File: config.mk
export PLATFORM = sky130hd
export DESIGN_NAME = controle_rodada
export DESIGN_NICKNAME = d
export VERILOG_FILES = /design/src/rtl/controle_rodada_pkg.sv /design/src/rtl/controle_rodada_conta.sv /design/src/rtl/controle_rodada.sv
export SDC_FILE = /design/constraint.sdc
export NUM_CORES = 1
export LEC_CHECK = 0
export ABC_AREA = 1
export CORE_MARGIN = 2
export CORE_UTILIZATION = 52
export CTS_CLUSTER_DIAMETER = 120
export DETAILED_ROUTE_END_ITERATION = 16
export PLACE_DENSITY = 0.85
export SETUP_SLACK_MARGIN = 0.3
export SLEW_MARGIN = 25
export SYNTH_ARGS = -nofsm -noshare
export SYNTH_HDL_FRONTEND = slang
export SYNTH_SLANG_ARGS = --single-unit
File: constraint.sdc
create_clock -name clock -period 3.95 [get_ports clock]
set_input_delay 1.185 -clock clock [delete_from_list [all_inputs] [get_ports clock]]
set_output_delay 1.185 -clock clock [all_outputs]
set_load 0.1 [all_outputs]
File: src/rtl/controle_rodada_pkg.sv
// Shared types and constants for the werewolf round sequencer.
package controle_rodada_pkg;

   localparam int N_JOG = 5;
   localparam logic [2:0] ALVO_ABSTEM = 3'd7;

   // Phase code shown on the fase output.
   typedef enum logic [1:0] {
      FASE_IDLE  = 2'd0,
      FASE_NOITE = 2'd1,
      FASE_DIA   = 2'd2,
      FASE_FIM   = 2'd3
   } fase_t;

   // Internal controller state; CHECK never appears on fase.
   typedef enum logic [2:0] {
      EST_IDLE  = 3'd0,
      EST_NOITE = 3'd1,
      EST_DIA   = 3'd2,
      EST_CHECK = 3'd3,
      EST_FIM   = 3'd4
   } estado_t;

   typedef enum logic [1:0] {
      VENC_NENHUM = 2'd0,
      VENC_ALDEIA = 2'd1,
      VENC_LOBOS  = 2'd2
   } vencedor_t;

   // True when a presented target must be refused in the current phase.
   function automatic logic alvo_rejeitado(input logic [2:0] alvo,
                                           input logic       noite,
                                           input logic [4:0] mortos,
                                           input logic [4:0] lobos);
      logic       rej;
      logic [7:0] mortos8;
      logic [7:0] lobos8;
      mortos8 = {3'b000, mortos};
      lobos8  = {3'b000, lobos};
      rej     = 1'b0;
      if (alvo == 3'd5 || alvo == 3'd6) begin
         rej = 1'b1;
      end else if (alvo == ALVO_ABSTEM) begin
         // Abstaining is only a day-vote option; wolves must kill at night.
         rej = noite;
      end else if (mortos8[alvo]) begin
         rej = 1'b1;
      end else if (noite && lobos8[alvo]) begin
         rej = 1'b1;
      end
      return rej;
   endfunction

endpackage

File: src/rtl/controle_rodada_conta.sv
// conta_mortes: 5-bit population counter, used for the dead count and for
// counting living wolves and living villagers.
module conta_mortes
   import controle_rodada_pkg::*;
(
   input  logic [4:0] bits,
   output logic [2:0] contagem
);

   // Plain adder tree over the five input bits.
   always_comb begin
      contagem = 3'd0;
      for (int i = 0; i < N_JOG; i++) begin
         contagem = contagem + {2'b00, bits[i]};
      end
   end

endmodule

File: src/rtl/controle_rodada.sv
// Game-round sequencer for the 5-player werewolf board: alternates night and
// day phases, takes one elimination per phase over a valid/ready handshake and
// declares the winner after each elimination.
//
// Handshake: a target transfers on a rising clock edge where alvo_valid and
// alvo_ready are both high; alvo_ready is high only in NOITE and DIA. A
// transferred target is either applied (controller goes to CHECK, ready drops
// for the next cycle) or rejected (erro pulses for one cycle, nothing else
// changes, ready stays high).
module controle_rodada
   import controle_rodada_pkg::*;
#(
   parameter int MAX_RODADAS = 7
) (
   input  logic       clock,
   input  logic       reset_n,
   input  logic       start,
   input  logic [4:0] lobos,
   input  logic [2:0] alvo,
   input  logic       alvo_valid,
   output logic       alvo_ready,
   output logic       erro,
   output logic [4:0] mortos,
   output logic [2:0] n_mortos,
   output logic [1:0] fase,
   output logic [2:0] rodada,
   output logic [1:0] vencedor,
   output logic       done,
   output logic [2:0] estado_dbg
);

   localparam logic [2:0] MAX_R = 3'(MAX_RODADAS);

   estado_t   estado;
   fase_t     fase_r;
   fase_t     prox_fase;
   vencedor_t vencedor_r;
   logic      inicio;
   logic [4:0] lobos_r;
   logic [4:0] mortos_r;
   logic [2:0] rodada_r;
   logic       erro_r;
   logic       ready_r;

   logic [2:0] lobos_vivos;
   logic [2:0] aldeoes_vivos;
   logic [4:0] mascara_alvo;
   logic       rejeita;
   logic       transfere;

   conta_mortes u_conta_mortos (
      .bits     (mortos_r),
      .contagem (n_mortos)
   );

   conta_mortes u_conta_lobos (
      .bits     (lobos_r & ~mortos_r),
      .contagem (lobos_vivos)
   );

   conta_mortes u_conta_aldeoes (
      .bits     (~lobos_r & ~mortos_r),
      .contagem (aldeoes_vivos)
   );

   // Decode the presented target: one-hot kill mask and rejection flag.
   always_comb begin
      mascara_alvo = 5'd0;
      if (alvo < 3'd5) begin
         mascara_alvo = 5'd1 << alvo;
      end
      rejeita   = alvo_rejeitado(alvo, (estado == EST_NOITE), mortos_r, lobos_r);
      transfere = alvo_valid && ready_r;
   end

   // Round controller: phase sequencing, dead mask, round count and verdict.
   always_ff @(posedge clock or negedge reset_n) begin
      if (!reset_n) begin
         estado     <= EST_IDLE;
         fase_r     <= FASE_IDLE;
         prox_fase  <= FASE_NOITE;
         vencedor_r <= VENC_NENHUM;
         inicio     <= 1'b0;
         lobos_r    <= 5'd0;
         mortos_r   <= 5'd0;
         rodada_r   <= 3'd0;
         erro_r     <= 1'b0;
         ready_r    <= 1'b0;
      end else begin
         erro_r <= 1'b0;
         case (estado)
            EST_IDLE, EST_FIM: begin
               if (start) begin
                  lobos_r    <= lobos;
                  mortos_r   <= 5'd0;
                  rodada_r   <= 3'd1;
                  vencedor_r <= VENC_NENHUM;
                  prox_fase  <= FASE_NOITE;
                  inicio     <= 1'b1;
                  ready_r    <= 1'b0;
                  estado     <= EST_CHECK;
               end
            end
            EST_NOITE, EST_DIA: begin
               if (transfere) begin
                  if (rejeita) begin
                     erro_r <= 1'b1;
                  end else begin
                     mortos_r  <= mortos_r | mascara_alvo;
                     prox_fase <= (estado == EST_NOITE) ? FASE_DIA : FASE_NOITE;
                     ready_r   <= 1'b0;
                     estado    <= EST_CHECK;
                  end
               end
            end
            EST_CHECK: begin
               inicio <= 1'b0;
               if (lobos_vivos == 3'd0) begin
                  vencedor_r <= VENC_ALDEIA;
                  fase_r     <= FASE_FIM;
                  estado     <= EST_FIM;
               end else if (lobos_vivos >= aldeoes_vivos) begin
                  vencedor_r <= VENC_LOBOS;
                  fase_r     <= FASE_FIM;
                  estado     <= EST_FIM;
               end else if (prox_fase == FASE_NOITE && !inicio) begin
                  // A full day/night cycle has completed: advance or cap the round.
                  if (rodada_r == MAX_R) begin
                     vencedor_r <= VENC_LOBOS;
                     fase_r     <= FASE_FIM;
                     estado     <= EST_FIM;
                  end else begin
                     rodada_r <= rodada_r + 3'd1;
                     fase_r   <= FASE_NOITE;
                     ready_r  <= 1'b1;
                     estado   <= EST_NOITE;
                  end
               end else begin
                  fase_r  <= prox_fase;
                  ready_r <= 1'b1;
                  estado  <= (prox_fase == FASE_NOITE) ? EST_NOITE : EST_DIA;
               end
            end
            default: begin
               estado <= EST_IDLE;
            end
         endcase
      end
   end

   // Output mapping from the registers.
   always_comb begin
      alvo_ready = ready_r;
      erro       = erro_r;
      mortos     = mortos_r;
      fase       = fase_r;
      rodada     = rodada_r;
      vencedor   = vencedor_r;
      done       = (fase_r == FASE_FIM);
      estado_dbg = estado;
   end

endmodule

==> results of run 1 <==
routing by layer:
layer | part of all wire | vias up
met4 | 0.015 | 0
met1 | 0.44 | 755
li1 | - | 799
met5 | 0 | -
met3 | 0.051 | 8
met2 | 0.50 | 48
worst reg2reg max path, delay by kind of cell, from the launching register on:
family          cells  cell delay [ps]
fa+ha+maj           5             1710
compound gates      3              350
flops               1              470
simple gates        5              610
buf+inv             2              290
cells in the final DEF (no fill, tap or decap), types with 5 or more instances in the layout:
| cell | n |
|---|---|
| nand2_1 | 61 |
| inv_1 | 32 |
| nor2_1 | 24 |
| dfrtp_1 | 20 |
| clkdlybuf4s50_1 | 20 |
| buf_4 | 15 |
| nand3_1 | 13 |
| ha_1 | 9 |
| inv_2 | 7 |
| a21oi_1 | 7 |
| o21ai_1 | 6 |
| nand4_1 | 6 |
| o21ai_0 | 6 |
| fa_1 | 5 |
area by class of cell:
cell class                      count  area share
Sequential cell                    25       0.280
Tap cell                           46      0.0255
Clock buffer                        3     0.00997
Inverter                           42      0.0753
Clock inverter                      1     0.00332
Timing Repair Buffer               37       0.156
Multi-Input combinational cell    160       0.450
final timing paths:
path	depth (start not counted)	slack, ps	to	startpoint
max	9	170	n_mortos[1]	mortos[1]$_DFFE_PN0P_
min	2	500	inicio$_DFFE_PN0P_	inicio$_DFFE_PN0P_
max reg2reg	15	430	rodada[0]$_DFFE_PN0P_	mortos[1]$_DFFE_PN0P_
min reg2reg	2	500	inicio$_DFFE_PN0P_	inicio$_DFFE_PN0P_
max in group asynchronous	2	1950	prox_fase[0]$_DFFE_PN1P_	reset_n
min in group asynchronous	1	1280	mortos[4]$_DFFE_PN0P_	reset_n
logic make-up after synthesis:
logic type | share of synthesized area
and+or+nand+nor | 0.323
DFF | 0.353
buffers and inverters | 0.106
adders and majority gates | 0.145
AOI/OAI and AO/OA | 0.0719
stage by stage:
step,cells,setup WS (ps),hold slack [ps]
floorplan,230,120,442
global placement,306,573,455
detailed placement,306,512,462
CTS,312,189,496
global route,314,89.7,536
finish,314,174,498
registers in the layout, indices dropped and copies added (netlist names):
| register | count |
|---|---|
| inicio | 1 |
| prox_fase | 2 |
| mortos | 5 |
| erro | 1 |
| fase | 2 |
| vencedor | 2 |
| estado_dbg | 3 |
| rodada | 3 |
| alvo_ready | 1 |
| lobos_r | 5 |
timing repair:
action / in CTS / in global routing
buffers inserted: 2 / 2
gates resized for setup: 0 / 10
endpoints found under the setup margin: 2 / 3
pin swaps: 0 / 3
==> impl_results.md, run 1 <==
- Status: finished, final reports clean
- Setup TNS: 0 ps
- Yosys cell types: 27
- Syn avg cell area: 7.72 um2
- Via count: 1610
- Syn Inst Count: 230
- Fin util: 0.682
- Most frequent cell on the critical path: inv_1
- Max FO, Critical Path: 2
- Vias in the first global route: 1589
- Post-synthesis async set-or-reset flop share: 1.00
- WL/cell: 13.0 um
- Gp weighted congestion: 0.847
- Peak Freq: 0.265 GHz
- Final Skew: 22.1 ps
- Final hold vios: 0
- Worst Path Buf+Inv: 5
- Family with the most delay on the worst path: adder cells
- Mapped Nets: 259
- Initial DRC Count: 108
- RSZ-0062 raised after global routing: yes
- H-tree depth: 1
- Worst Hold Class: flip-flop to flip-flop
- Multi-input gate area: 0.00102 mm2
- Measured slew at the worst slew-check pin: 974 ps
- Crit path kind: flip-flop to primary output
- Fillers: 292
- Worst rel slew slack: 0.349
- Final wirelength: 4090 um
- Worst Path Arrival: 2590 ps
- Number of synthesis warnings: 0
- Area Overhead vs Synth: 27.2%
- CTS tree: built
- Largest net degree at the start of global routing: 17
- Met3 usage: 0.0396
- Critical path's slowest cell: fa_2
- Dpl hpwl: 3040 um
- Area of the core: 0.00331 mm2
- Ratio of cells with drive above 1 in the final layout: 0.216
- Post-DP Area: 0.00214 mm2
- Nets: 298
- Most used routing layer: met2
- Number of flops mapped to enable cells by yosys: 0
- CTS Buf Count: 3
- # IOs: 33
- Die width: 62.4 um
- Global Route Usage Sum: 0.220
- Synth Flop Type: dfrtp_1
- CTS Hold Bufs: 0
- Synth Register Bits: 25
- # port buffers: 32
- Row count: 21
- ANT nets after route: 0
- Crit path time final: 3780 ps
- DIE AREA: 0.00390 mm2
- Via density: 5.13
- Fin crit share: 0.956
- Count leader, synth: nand2_1
- Met2 Use GR: 0.392
- Initial antenna violation count: 0
- # setup viols final: 0
- Clock buffer depth: 2
- Netlist Area Pre-Place: 0.00178 mm2
- Yosys top cell by area: dfrtp_1
- Critical Path RT: 2760 ps
- Global route overflow: 0
- List of most frequent post-synthesis cells: 62 x nand2_1, 35 x inv_1, 24 x dfrtp_1, 24 x nor2_1, 16 x nand3_1
- CP peak stage delay: 540 ps
- FF/Latch Area: 632 um2
- Top-area cell type share of the netlist area: 0.338
- Worst-Skew Late Latency: 340 ps
- DR DRC count: 0
- Antenna cells: 0
- Sequential element share of the synthesized area: 0.353
- Startpoint Class: flip-flop
- Clock net sink count: 25
- Root buf cell: clkbuf_4
- Die height: 62.4 um
- Top cells by area, synth: dfrtp_1 34%, nand2_1 13%, ha_1 7.8%
- DR pass1 iterations: 4
- Worst-path clk slew: 160 ps
- Starting Density: 0.536
- First-pass GRT wire length: 6900 um
- Crit. End Element: primary output
- Max Slew Vio Count: 0
- Met1 Track Usage GR: 0.273
- Max Cap Violations: 0
- Cell area after layout: 0.00226 mm2
- Critical-path cell list: ha_4 > inv_2 > fa_1 > inv_1 > ha_1 > inv_1 > fa_2 > clkinvlp_4 > buf_12
Power of run 1 is not shown: default switching activity piles up to over one toggle a cycle in this logic, so the estimate is an artifact.
==> run 2: changes to the inputs <==
RECOVER_POWER = 25   (was unset)
==> run 2 against run 1 <==
  * Highest routed layer unchanged
  * Clock skew about the same
  * Die area stayed put
  * Count of clock-buffer cells in the layout is the same
  * Worst hold slack stayed put
==> impl_results.md, run 2 (synthesis results as in run 1) <==
- Nets: 298
- Dpl hpwl: 3040 um
- Initial antenna violation count: 0
- H-tree depth: 1
- # IOs: 33
- Clock net sink count: 25
- Starting Density: 0.536
- Fillers: 294
- First-pass GRT wire length: 6900 um
- Fin crit share: 0.956
- CTS Buf Count: 3
- Die width: 62.4 um
- Max FO, Critical Path: 2
- # port buffers: 32
- Most used routing layer: met2
- Critical path's slowest cell: fa_2
- Worst-path clk slew: 160 ps
- Final wirelength: 4090 um
- CTS Hold Bufs: 0
- DIE AREA: 0.00390 mm2
- Family with the most delay on the worst path: adder cells
- Worst Hold Class: flip-flop to flip-flop
- Via density: 5.13
- ANT nets after route: 0
- WL/cell: 13.0 um
- Measured slew at the worst slew-check pin: 974 ps
- DR pass1 iterations: 4
- Worst Path Buf+Inv: 5
- Row count: 21
- Global Route Usage Sum: 0.220
- Worst rel slew slack: 0.349
- Crit. End Element: primary output
- Root buf cell: clkbuf_4
- Crit path time final: 3780 ps
- Initial DRC Count: 105
- Area of the core: 0.00331 mm2
- Max Slew Vio Count: 0
- Flop-to-flop setup slack: 430 ps
- Met3 usage: 0.0396
- # setup viols final: 0
- CP peak stage delay: 540 ps
- Peak Freq: 0.265 GHz
- Critical-path cell list: ha_4 > inv_2 > fa_1 > inv_1 > ha_1 > inv_1 > fa_2 > clkinvlp_4 > buf_12
- Final hold vios: 0
- CTS tree: built
- Most frequent cells in the layout: 61 x nand2_1, 32 x inv_1, 24 x nor2_1
- Final Skew: 22.2 ps
- Max Cap Violations: 0
- Setup TNS: 0 ps
- Met1 Track Usage GR: 0.273
- Ratio of cells with drive above 1 in the final layout: 0.213
- Antenna cells: 0
- Met2 Use GR: 0.392
- Most frequent cell on the critical path: inv_1
- Startpoint Class: flip-flop
- Largest net degree at the start of global routing: 17
- Most common cell after layout, fill and taps aside: nand2_1
- Crit path kind: flip-flop to primary output
- Worst Path Arrival: 2590 ps
- Global route overflow: 0
- Status: finished, final reports clean
- Vias in the first global route: 1589
- Clock buffer depth: 2
- Via count: 1611
- Critical Path RT: 2760 ps
- DR DRC count: 0
- Gp weighted congestion: 0.847
- Worst-Skew Late Latency: 340 ps
- RSZ-0062 raised after global routing: yes
- Die height: 62.4 um
- Area Overhead vs Synth: 27.0%
==> run 2: cell count changes in the layout (fill, tap and decap cells not counted) <==
cell,before,now
clkbuf_1,0,1
buf_4,15,14
dlygate4sd3_1,0,2
clkdlybuf4s50_1,20,18
==> run 2: worst min-delay path: cells and delay by family, from the launching register on <==
family           cells  cell delay, ps
flip-flops           1             370
AND/OR/NAND/NOR      2             100
==> run 2: worst paths after layout <==
kind | from | endpoint | cells past startpoint
worst max-delay path | mortos[1]$_DFFE_PN0P_ | n_mortos[1] | 9
max in group asynchronous | reset_n | inicio$_DFFE_PN0P_ | 2
min in group asynchronous | reset_n | mortos[4]$_DFFE_PN0P_ | 1
worst max register to register | mortos[1]$_DFFE_PN0P_ | rodada[0]$_DFFE_PN0P_ | 15
worst min register to register | inicio$_DFFE_PN0P_ | inicio$_DFFE_PN0P_ | 2
worst min-delay path | inicio$_DFFE_PN0P_ | inicio$_DFFE_PN0P_ | 2
==> run 2: what timing repair did <==
action                     in CTS  in global routing
pin swaps                       0                  3
resized for setup               0                 10
setup endpoints to repair       2                  3
setup buffers                   2                  2
==> run 2: final cells by class <==
cell class	count	area, um2	area share
clock buffers	3	22.5	0.00999
inverters	42	170	0.0755
flip-flops and latches	25	632	0.280
well taps	46	57.6	0.0255
clock inverters	1	7.51	0.00333
multi-input cells	160	1020	0.451
repair buffers	37	349	0.155
==> run 2: routing by layer <==
metal	vias to the layer above	part of all wire	wire length [um]
met1	756	0.44	1790
met3	8	0.051	207
li1	799	-	-
met4	0	0.015	63
met5	-	0	0
met2	48	0.50	2030
==> run 2: per-stage QoR <==
stage,instances,worst slack (ps),utilization,hold slack [ps],instance area [um2]
after global placement,306,573,0.647,455,2140
final,314,174,0.681,498,2250
after detailed placement,306,512,0.647,462,2140
after floorplan,230,120,-,442,1790
after global routing,314,89.7,0.681,536,2250
after CTS,312,189,0.661,496,2190
Power of run 2 is left out for the same reason.
==> run 3: changes to the inputs <==
CTS_CLUSTER_SIZE = 12   (was unset)
PLACE_DENSITY = 0.8   (was 0.85)
==> run 3 against run 2 <==
  * Non-clock buffer count decreased by 2
  * Cell count decreased by 0.64%
  * Clock skew decreased by 14 ps
  * Critical path depth unchanged
  * Sequential share of layout area increased by 0.65 points
  * Sequential cell count unchanged
  * Worst hold slack got worse by 7.6 ps
  * Critical path type unchanged
  * Largest cell class unchanged
==> impl_results.md, run 3 (synthesis results as in run 1) <==
- Detail Route met2 WL: 1920 um
- WL/cell: 12.7 um
- Setup TNS: 0 ps
- Min-delay src: prox_fase[1]$_DFFE_PN0P_
- H-tree depth: 1
- Final wirelength: 3950 um
- Root buf cell: clkbuf_4
- Most frequent cells in the layout: 62 x nand2_1, 33 x inv_1, 24 x nor2_1
- Crit path kind: flip-flop to primary output
- Worst-Skew Late Latency: 320 ps
- Area of the core: 0.00331 mm2
- Vias in the first global route: 1537
- Fillers: 305
- Critical Path RT: 2760 ps
- Global route overflow: 0
- Met3 WL: 194 um
- Startpoint Class: flip-flop
- Worst Hold Class: flip-flop to flip-flop
- CTS Buf Count: 3
- Fin util: 0.666
- Clock net sink count: 25
- Final Skew: 7.96 ps
- RR Startpoint: mortos[1]$_DFFE_PN0P_
- Worst-path clk slew: 140 ps
- Hold path endpoint: prox_fase[1]$_DFFE_PN0P_
- Max FO, Critical Path: 2
- DR pass1 iterations: 4
- Reg2reg end: rodada[0]$_DFFE_PN0P_
- Via density: 5.02
- Worst rel slew slack: 0.114
- Nets: 296
- Flop-to-flop setup slack: 560 ps
- Largest net degree at the start of global routing: 26
- Crit path time final: 3750 ps
- Starting Density: 0.536
- Max Cap Violations: 0
- Fin crit share: 0.949
- Crit path from: mortos[1]$_DFFE_PN0P_
- Critical-path cell list: ha_4 > inv_1 > fa_1 > inv_1 > ha_1 > inv_1 > fa_2 > clkinvlp_4 > buf_12
- Die width: 62.4 um
- # IOs: 33
- Die height: 62.4 um
- First-pass GRT wire length: 6800 um
- Row count: 21
- Area Overhead vs Synth: 24.1%
- Gp weighted congestion: 0.912
- Hold depth: 2
- ANT nets after route: 0
- Clock buffer depth: 2
- Critical path's slowest cell: fa_2
- DR DRC count: 0
- DIE AREA: 0.00390 mm2
- Max Slew Vio Count: 0
- CP peak stage delay: 540 ps
- R2R cell count: 14
- Worst Path Arrival: 2560 ps
- Final hold vios: 0
- CTS tree: built
- Most common cell after layout, fill and taps aside: nand2_1
- # setup viols final: 0
- Measured slew at the worst slew-check pin: 1330 ps
- # port buffers: 32
- Dpl hpwl: 3000 um
- Initial DRC Count: 91
- Top Metal Used: met4
- Most frequent cell on the critical path: inv_1
- CTS Hold Bufs: 0
- Status: finished, final reports clean
- Initial antenna violation count: 0
- Peak Freq: 0.267 GHz
- Via count: 1566
- RSZ-0062 raised after global routing: yes
- Antenna cells: 0
- Met1 WL: 1800 um
- Crit. End Element: primary output
- Ratio of cells with drive above 1 in the final layout: 0.184
- Global Route Usage Sum: 0.217
==> run 3: critical path, delay by kind of cell, from the launching register on <==
family | cells | cell delay [ps]
buffers and inverters | 5 | 420
adder cells (fa/ha/maj) | 4 | 1370
flip-flops | 1 | 460
==> run 3: what timing repair did <==
action / CTS / global route
setup buffers: 2 / 0
pin swaps: 0 / 1
gates resized for setup: 0 / 4
setup endpoints to repair: 2 / 10
==> run 3: final cells by class <==
type                       instances  area [um2]  area share
multi-input combinational        160         983       0.446
sequential                        25         632       0.287
timing repair buffer              35         334       0.152
inverter                          42         170      0.0772
tap                               46        57.6      0.0261
clock buffer                       4        26.3      0.0119
==> run 3: worst max path at each step <==
stage / end / slack [ps] / cells after the start
2_1_floorplan: n_mortos[1] / 120 / 8
3_3_place_gp: n_mortos[1] / 580 / 9
3_5_place_dp: n_mortos[1] / 500 / 9
4_1_cts: n_mortos[1] / 190 / 9
5_1_grt: n_mortos[1] / 120 / 9
6_report: n_mortos[1] / 200 / 9
==> run 3: metal layers <==
metal  vias to the layer above  GRT usage
li1                        794          -
met1                       725      0.290
met2                        42      0.364
met3                         5     0.0360
met4                         0     0.0611
met5                         -          0
==> run 3: per-stage QoR <==
stage | area (um2) | setup slack [ps] | hold slack (ps) | std cells
finish | 2200 | 201 | 491 | 312
global route | 2200 | 117 | 510 | 312
CTS | 2180 | 194 | 493 | 312
detailed placement | 2140 | 498 | 460 | 306
global placement | 2140 | 577 | 456 | 306
floorplan | 1790 | 120 | 442 | 230
Power of run 3 is left out for the same reason.
